**config.mk**
```make
export PLATFORM = sky130hd
export DESIGN_NAME = bus_fifo_slave
export DESIGN_NICKNAME = d
export VERILOG_FILES = /design/src/rtl/bus_fifo_slave.sv
export SDC_FILE = /design/constraint.sdc
export NUM_CORES = 1
export LEC_CHECK = 0
export BUFFER_PORTS_ARGS = -buffer_cell sky130_fd_sc_hd__buf_4
export CORE_UTILIZATION = 40
export DETAILED_ROUTE_END_ITERATION = 8
export GPL_ROUTABILITY_DRIVEN = 0
export PLACE_DENSITY_LB_ADDON = 0.05
export SLEW_MARGIN = 20
export SYNTH_ARGS = -nofsm -noshare
export SYNTH_HDL_FRONTEND = slang
export SYNTH_SLANG_ARGS = --single-unit
```
**constraint.sdc**
```tcl
create_clock -name clk -period 5.6 [get_ports clk]
set_clock_uncertainty 0.1 [all_clocks]
set_input_delay 1.12 -clock clk [delete_from_list [all_inputs] [get_ports clk]]
set_output_delay 1.12 -clock clk [all_outputs]
set_load 0.02 [all_outputs]
```
**src/rtl/bus_fifo_slave.sv**
```systemverilog
// bus_fifo_slave: 32-bit write FIFO behind a single-cycle bus slave port.
// The FIFO is drained through a valid/ready stream. The slave port also holds
// status, control (clear, interrupt enable, low-watermark threshold) and a
// sticky overflow flag.
module bus_fifo_slave #(
    parameter int DEPTH = 16,
    parameter int AW    = 4,
    parameter int CW    = 5
) (
    input  logic        clk,
    input  logic        reset_n,
    input  logic        s_sel,
    input  logic [7:0]  s_address,
    input  logic        s_wr,
    input  logic [31:0] s_din,
    output logic [31:0] s_dout,
    output logic        out_valid,
    output logic [31:0] out_data,
    input  logic        out_ready,
    output logic        irq
);

    localparam logic [1:0] ADDR_DATA   = 2'd0;
    localparam logic [1:0] ADDR_STATUS = 2'd1;
    localparam logic [1:0] ADDR_CTRL   = 2'd2;
    localparam logic [1:0] ADDR_ERR    = 2'd3;

    logic [31:0]   mem [DEPTH];
    logic [AW-1:0] wr_ptr_q, wr_ptr_d;
    logic [AW-1:0] rd_ptr_q, rd_ptr_d;
    logic [CW-1:0] count_q, count_d;
    logic [CW-1:0] thresh_q, thresh_d;
    logic          ie_q, ie_d;
    logic          ovf_q, ovf_d;
    logic [31:0]   dout_q, dout_d;

    logic          full, empty;
    logic          wr_data, wr_ctrl, wr_err, rd_acc;
    logic          push, pop, clear, ovf_set;
    logic [31:0]   rd_data;
    logic          unused_addr_hi;

    // Upper address bits do not take part in the decode.
    assign unused_addr_hi = ^s_address[7:2];

    assign full      = (count_q == CW'(DEPTH));
    assign empty     = (count_q == '0);
    assign out_valid = ~empty;
    assign out_data  = empty ? 32'h0 : mem[rd_ptr_q];
    assign irq       = ie_q & (count_q <= thresh_q);
    assign s_dout    = dout_q;

    assign wr_data = s_sel & s_wr & (s_address[1:0] == ADDR_DATA);
    assign wr_ctrl = s_sel & s_wr & (s_address[1:0] == ADDR_CTRL);
    assign wr_err  = s_sel & s_wr & (s_address[1:0] == ADDR_ERR);
    assign rd_acc  = s_sel & ~s_wr;

    // A pop never makes room for a push that arrives while full.
    assign clear   = wr_ctrl & s_din[0];
    assign push    = wr_data & ~full;
    assign ovf_set = wr_data & full;
    assign pop     = out_valid & out_ready;

    // Read mux; sampled into s_dout at the access edge, so it reflects pre-edge state.
    always_comb begin
        rd_data = 32'h0;
        case (s_address[1:0])
            ADDR_DATA:   rd_data = out_data;
            ADDR_STATUS: rd_data = (32'(count_q) << 8) | {30'h0, full, empty};
            ADDR_CTRL:   rd_data = (32'(thresh_q) << 8) | {30'h0, ie_q, 1'b0};
            ADDR_ERR:    rd_data = {31'h0, ovf_q};
            default:     rd_data = 32'h0;
        endcase
    end

    // Next-state for pointers, count, control and error registers.
    always_comb begin
        wr_ptr_d = wr_ptr_q;
        rd_ptr_d = rd_ptr_q;
        count_d  = count_q;
        ie_d     = ie_q;
        thresh_d = thresh_q;
        ovf_d    = ovf_q;
        dout_d   = dout_q;

        if (clear) begin
            wr_ptr_d = '0;
            rd_ptr_d = '0;
            count_d  = '0;
        end else begin
            if (push) wr_ptr_d = wr_ptr_q + AW'(1);
            if (pop)  rd_ptr_d = rd_ptr_q + AW'(1);
            case ({push, pop})
                2'b10:   count_d = count_q + CW'(1);
                2'b01:   count_d = count_q - CW'(1);
                default: count_d = count_q;
            endcase
        end

        if (wr_ctrl) begin
            ie_d     = s_din[1];
            thresh_d = s_din[8 +: CW];
        end

        // Set takes priority over a coincident write-one-to-clear.
        if (wr_err && s_din[0]) ovf_d = 1'b0;
        if (ovf_set)            ovf_d = 1'b1;

        if (rd_acc) dout_d = rd_data;
    end

    // State registers with asynchronous reset.
    always_ff @(posedge clk or negedge reset_n) begin
        if (!reset_n) begin
            wr_ptr_q <= '0;
            rd_ptr_q <= '0;
            count_q  <= '0;
            ie_q     <= 1'b0;
            thresh_q <= '0;
            ovf_q    <= 1'b0;
            dout_q   <= 32'h0;
        end else begin
            wr_ptr_q <= wr_ptr_d;
            rd_ptr_q <= rd_ptr_d;
            count_q  <= count_d;
            ie_q     <= ie_d;
            thresh_q <= thresh_d;
            ovf_q    <= ovf_d;
            dout_q   <= dout_d;
        end
    end

    // FIFO storage is not reset; a push discarded by CLEAR is harmless since pointers reset.
    always_ff @(posedge clk) begin
        if (push && !clear) mem[wr_ptr_q] <= s_din;
    end

endmodule
```
* Word level (Yosys, flattened, before mapping)
Memories as Yosys holds them, arrays and structs flattened.
Cells that the tools add are included.
** Storage, ports and cells
- Register bits after elaboration :: 52
- Bits in writable memories :: 512
- Input port bits :: 45
- Memories kept :: 1
** Memory list
- mem :: words 16, bits a word 32, read ports 1, clocked after memory_dff 0, write ports 1, RTL line 28 : logic [31:0] mem [DEPTH];
** Operators by class
- Add/subtract/negate cells :: 4
- $lt $le $gt $ge :: 1
- Equal/unequal tests :: 6
- Multiplexer cells :: 12
- Bitwise gates (word level) :: 15
- Reduce and logical (&&, ||, !) cells :: 9
** Operators by type and width (number)
- $pmux W32 S4 :: 1
- $mux W32 :: 1
- $or A13 B2 Y13 :: 2
- $mux W4 :: 4
- $and A1 B1 Y1 :: 10
- $pmux W5 S2 :: 1
- $add A4 B1 Y4 const B :: 2
- $eq A2 B2 Y1 const B :: 3
- $reduce_bool A2 Y1 :: 3
- $add A5 B1 Y5 const B :: 1
- $eq A5 B5 Y1 const B :: 1
- $le A5 B5 Y1 :: 1
- $logic_not A5 Y1 :: 1
- $mux W5 :: 1
- $sub A5 B1 Y5 const B :: 1
- $eq A2 B1 Y1 const B :: 2
- $mux W1 :: 4
- $not A1 Y1 :: 3
- $reduce_bool A3 Y1 :: 1
- $logic_and A1 B1 Y1 :: 2
- $logic_not A2 Y1 :: 1
- $logic_not A1 Y1 :: 1

* Depth between registers and ports, before layout
- Depth after elaboration :: 7
- Depth in mapped cells :: 12
- Gate-level depth less buffers :: 9

* Worst setup path before layout
Ideal clock, no wire load.
- Kind :: input-to-reg
- Start :: input port s_address[0]
- End :: register count_q[4]
- Library setup time :: 0.067 ns
- Arrival time :: 3.348 ns
- Path slack :: 2.085 ns
- Stages on the path :: 11
- Path through :: and4bb_2 a21boi_1 buf_2 buf_2 nor2_1 xor2_1 ha_1 o31a_1 or4_1 a211o_1 nand2_1
** Between the ends
- Word-level cells in the longest chain between the ends :: 6
- Elaborated cells on any way between the ends :: 11
- Classes of those cells :: 3 x eq/ne; 2 x mux; 4 x bitwise; 2 x reduce/logical
** Ends and longest elaborated chain
- from (decl) :: RTL line 13 : input logic [7:0] s_address,
- $logic_not A2 Y1 :: RTL line 53 : assign wr_data = s_sel & s_wr & (s_address[1:0] == ADDR_DATA);
- $and A1 B1 Y1 :: RTL line 53
- $and A1 B1 Y1 :: RTL line 60 : assign push = wr_data & ~full;
- $eq A2 B1 Y1 or $eq A2 B2 Y1 (tied branches) :: RTL line 93 : case ({push, pop})
- $pmux W5 S2 :: RTL line 93
- $mux W5 :: RTL line 86 : if (clear) begin
- to (signal assigned) :: RTL line 125 : count_q <= count_d;
- to (decl) :: RTL line 31 : logic [CW-1:0] count_q, count_d;
Parallel ways exist; a longest one is shown, timed or not.
A chain may end at the register's enable or synchronous reset.

* Final worst setup path
- Start :: register rd_ptr_q[1]
- End :: output port out_data[11]
** Between the ends
- Word-level cells in the longest chain between the ends :: 2
** Ends and longest elaborated chain
- from (decl) :: RTL line 30 : logic [AW-1:0] rd_ptr_q, rd_ptr_d;
- from (signal assigned) :: RTL line 124 : rd_ptr_q <= rd_ptr_d;
- $mem_v2 Z16 W32
- $mux W32 :: RTL line 49 : assign out_data = empty ? 32'h0 : mem[rd_ptr_q];
- to (decl) :: RTL line 18 : output logic [31:0] out_data,
Every way passes these cells.

==> metrics.md <==
| Metric | Value |
|---|---|
| Outcome | completed |
| Seq pwr share | around two fifths |
| Die Area | between 50000 and 60000 um^2 |
| Fin. max-slew vios | 0 |
| Post-route setup TNS | 0 ns |
| Worst path required time | between 4 and 5 ns |
| Final Hold Viols | 0 |
| Die Y | about 240 um |
| Peak supply drop | ~280 uV |
| Buffers & Inverters on Critical Path | 2 |
| Total GRT Usage | 19.8% |
| Worst-Margin Slew | 1.08 ns |
| Rows | 85 |
| Crit-path cells | buf_4 > mux4_2 > a22o_1 > nor2_1 > nor2_1 > buf_4 |
| Max Buffers Root-to-Sink | 3 |
| Post-synth EDFFs | approximately 500 |
| CP top delay family | flip-flops |
| Combinational share of power | just under 30% |
| Main synth FF type | edfxtp_1 |
| Core ar. | between 50000 and 60000 um^2 |
| Layout Utilization | 47.8% |
| Number of synthesized register bits | between 500 and 600 |
| Period utilisation layout | between 80% and 90% |
| GRT met2 Usage | 31.1% |
| Sequential area share after synthesis | about three quarters |
| CP endpoint kind | primary output |
| Number of setup buffers added after CTS | 0 |
| Critical Path End | out_data[11] |
| Drt total wl | around 54 mm |
| Largest net degree at the start of global routing | between 50 and 60 |
| Die width | 237 um |
| Avg Synthesized Cell Area | just over 20 um^2 |
| Vias in the first global route | 11.6k |
| Layout cells sized above 1 | 33.3% |
| R2R cell count | 9 |
| FF/Latch Area | between 15000 and 20000 um^2 |
| Power per cell area | around 500 nW/um^2 |
| Critical path launch point | rd_ptr_q[1] |
| Clk root buf | clkbuf_16 |
| Port Buffers | around 100 |
| P&R area growth vs syn | 17.0% |
| Syn Nets | about 1.1k |
| Internal power | between 8 and 9 mW |
| Unique masters post-synth | 53 |
| RSZ-0062 raised after global routing | false |
| Number of nets still failing antenna checks after routing | 0 |
| Worst stage delay on the critical path | roughly 1.0 ns |
| Boundary Pins | 111 |
| Setup CP Type | reg -> out |
| Detailed placement HPWL | approximately 30 mm |
| Switch share | between 30% and 40% |
| H-tree depth | 2 |
| Tmin final | 4.57 ns |
| Crit path DAT | about 3.4 ns |
| Switch Pwr | 3.98 mW |
| Num CTS Buffers | 59 |
| Cell Area, Synth | 22100 um^2 |
| Routed vias/inst | around 5.6 |
| Met1 usage | 29.0% |
| CTS hold repair buffers | 0 |
| Clk_lat worst skew | between 0.6 and 0.7 ns |
| Max-Cap Viols | 0 |
| Initial DRC count | roughly 860 |
| RR Endpoint | count_q[4] |
| Post_cts resized | 0 |
| Gr busiest metal | met2 |
| Critical-path top delay cell | dfrtp_4 |
| Clock transition at the registers of the reported paths | 0.06 ns |
| Critical Path Stages | 6 |
| Grt met3 use | around 3.4% |
| Overflow after GRT | 0 |
| Max_slew headroom | 28.1% |
| WL/cell | 27.6 um |
| FMAX | about 0.22 GHz |
| Synth Instances | 1069 |
| Antenna violations before repair | 0 |
| Clock Sinks | between 500 and 600 |
| HP Class | reg -> reg |
| LEAKAGE | slightly below 9 nW |
| CP startpoint kind | register |
| Pre-antenna DRT Iters | 5 |
| First-pass GRT wire length | about 80 mm |
| Filler cells | around 4.5k |
| Clock power share | ~31% |
| Area occupied by multi-input gates | 5120 um^2 |
| Most common cell after layout, fill and taps aside | edfxtp_1 |
| Crit path max fanout | between 50 and 60 |
| N_diodes | 0 |
| Finish-stage setup viols | 0 |
| R2R setup slack | around 2.3 ns |
| Most frequent cells in the layout | 512 x edfxtp_1, 139 x buf_4, 128 x mux4_2 |
| DRC Markers | 0 |
| Async set-or-reset flop fraction in the synthesized netlist | 9.22% |
| Initial Util | 40.8% |
| Final #Nets | 1270 |
| CTS tree | built |
| FF-to-FF Start | count_q[1] |
| Yosys Warn Count | 0 |
| Via count | ~11k |
[worst min-delay path: stages, from the launching register on]
cell and delay (ns):
dfrtp_1 0.34, nand2_1 0.05, o21ai_1 0.06
[cell usage after synthesis (all sizes together) (2+ instances only)]
library cell | number | area (um^2)
edfxtp | 512 | 15400
nor2 | 54 | 210
nand4 | 6 | 37.5
a221oi | 32 | 449
a211oi | 2 | 15.0
clkbuf | 34 | 128
mux2 | 6 | 67.6
a21oi | 4 | 20.0
dfrtp | 52 | 1300
xnor2 | 3 | 26.3
mux4 | 128 | 2880
nand2 | 37 | 139
inv | 8 | 30.0
o21a | 6 | 45.0
mux2i | 3 | 30.0
and4 | 5 | 43.8
a31oi | 3 | 18.8
o21ai | 38 | 194
nand2b | 2 | 12.5
ha | 12 | 150
buf | 31 | 234
a22o | 37 | 324
xor2 | 5 | 43.8
nor2b | 6 | 37.5
and2 | 14 | 87.6
nor3 | 2 | 15.0
nor4 | 2 | 27.5
nand3 | 7 | 35.0
nor3b | 3 | 22.5
or4 | 2 | 18.8
[kinds of logic after synthesis]
family	synth area share, %
multiplexers	13.5
adder cells (fa/ha/maj)	0.678
XOR/XNOR	0.317
AND/OR/NAND/NOR	3.30
buffers and inverters	1.77
AO/OA/AOI/OAI	5.14
flip-flops	75.3
[power groups by stage]
stage | combinational (mW) | clock, mW | sequential (mW)
final | 3.83 | 4.02 | 5.11
after global routing | 4.12 | 4.28 | 5.14
after CTS | 3.90 | 4.11 | 5.12
after detailed placement | 3.89 | 0 | 5.20
after global placement | 3.89 | 0 | 5.20
after floorplan | 2.73 | 0 | 4.99
[cell type report]
type | instances | area share, %
Sequential cell | 564 | 64.4
Multi-Input combinational cell | 432 | 19.8
Clock buffer | 74 | 6.00
Timing Repair Buffer | 148 | 4.72
Tap cell | 696 | 3.36
Clock inverter | 37 | 1.63
Inverter | 8 | 0.116
[worst min-delay path by stage]
stage                           from          to  slack [ns]  cells past startpoint
final                     s_dout[16]  s_dout[16]        0.39                      2
after global routing       s_dout[0]   s_dout[0]        0.42                      2
after CTS                  s_dout[7]   s_dout[7]        0.39                      2
after detailed placement   s_dout[7]   s_dout[7]        0.38                      2
after global placement    s_dout[14]  s_dout[14]        0.37                      2
after floorplan                ovf_q       ovf_q        0.37                      2
[state kept, by name, summed over array words and instances (netlist names)]
signal and count:
s_dout 32, count_q 5, rd_ptr_q 4, ovf_q 1
wr_ptr_q 4, mem 512, ie_q 1, thresh_q 5
[per-layer routing]
layer	wire length [um]	part of all wire [%]
met3	2280	4.2
met2	25500	47
met5	0	0
met4	775	1.4
met1	25500	47
[stage by stage]
step / hold WS (ns) / total power, mW / worst slack (ns) / area, um^2 / instances
after detailed placement: 0.377 / 9.09 / 1.58 / 23900 / 1848
after floorplan: 0.369 / 7.72 / 2.08 / 22100 / 1069
after global routing: 0.416 / 13.5 / 0.806 / 25900 / 1959
after CTS: 0.391 / 13.1 / 0.890 / 25900 / 1959
final: 0.386 / 13.0 / 1.03 / 25900 / 1959
after global placement: 0.371 / 9.08 / 1.59 / 23900 / 1848
Note: power is estimated with default switching activity, not from simulation.
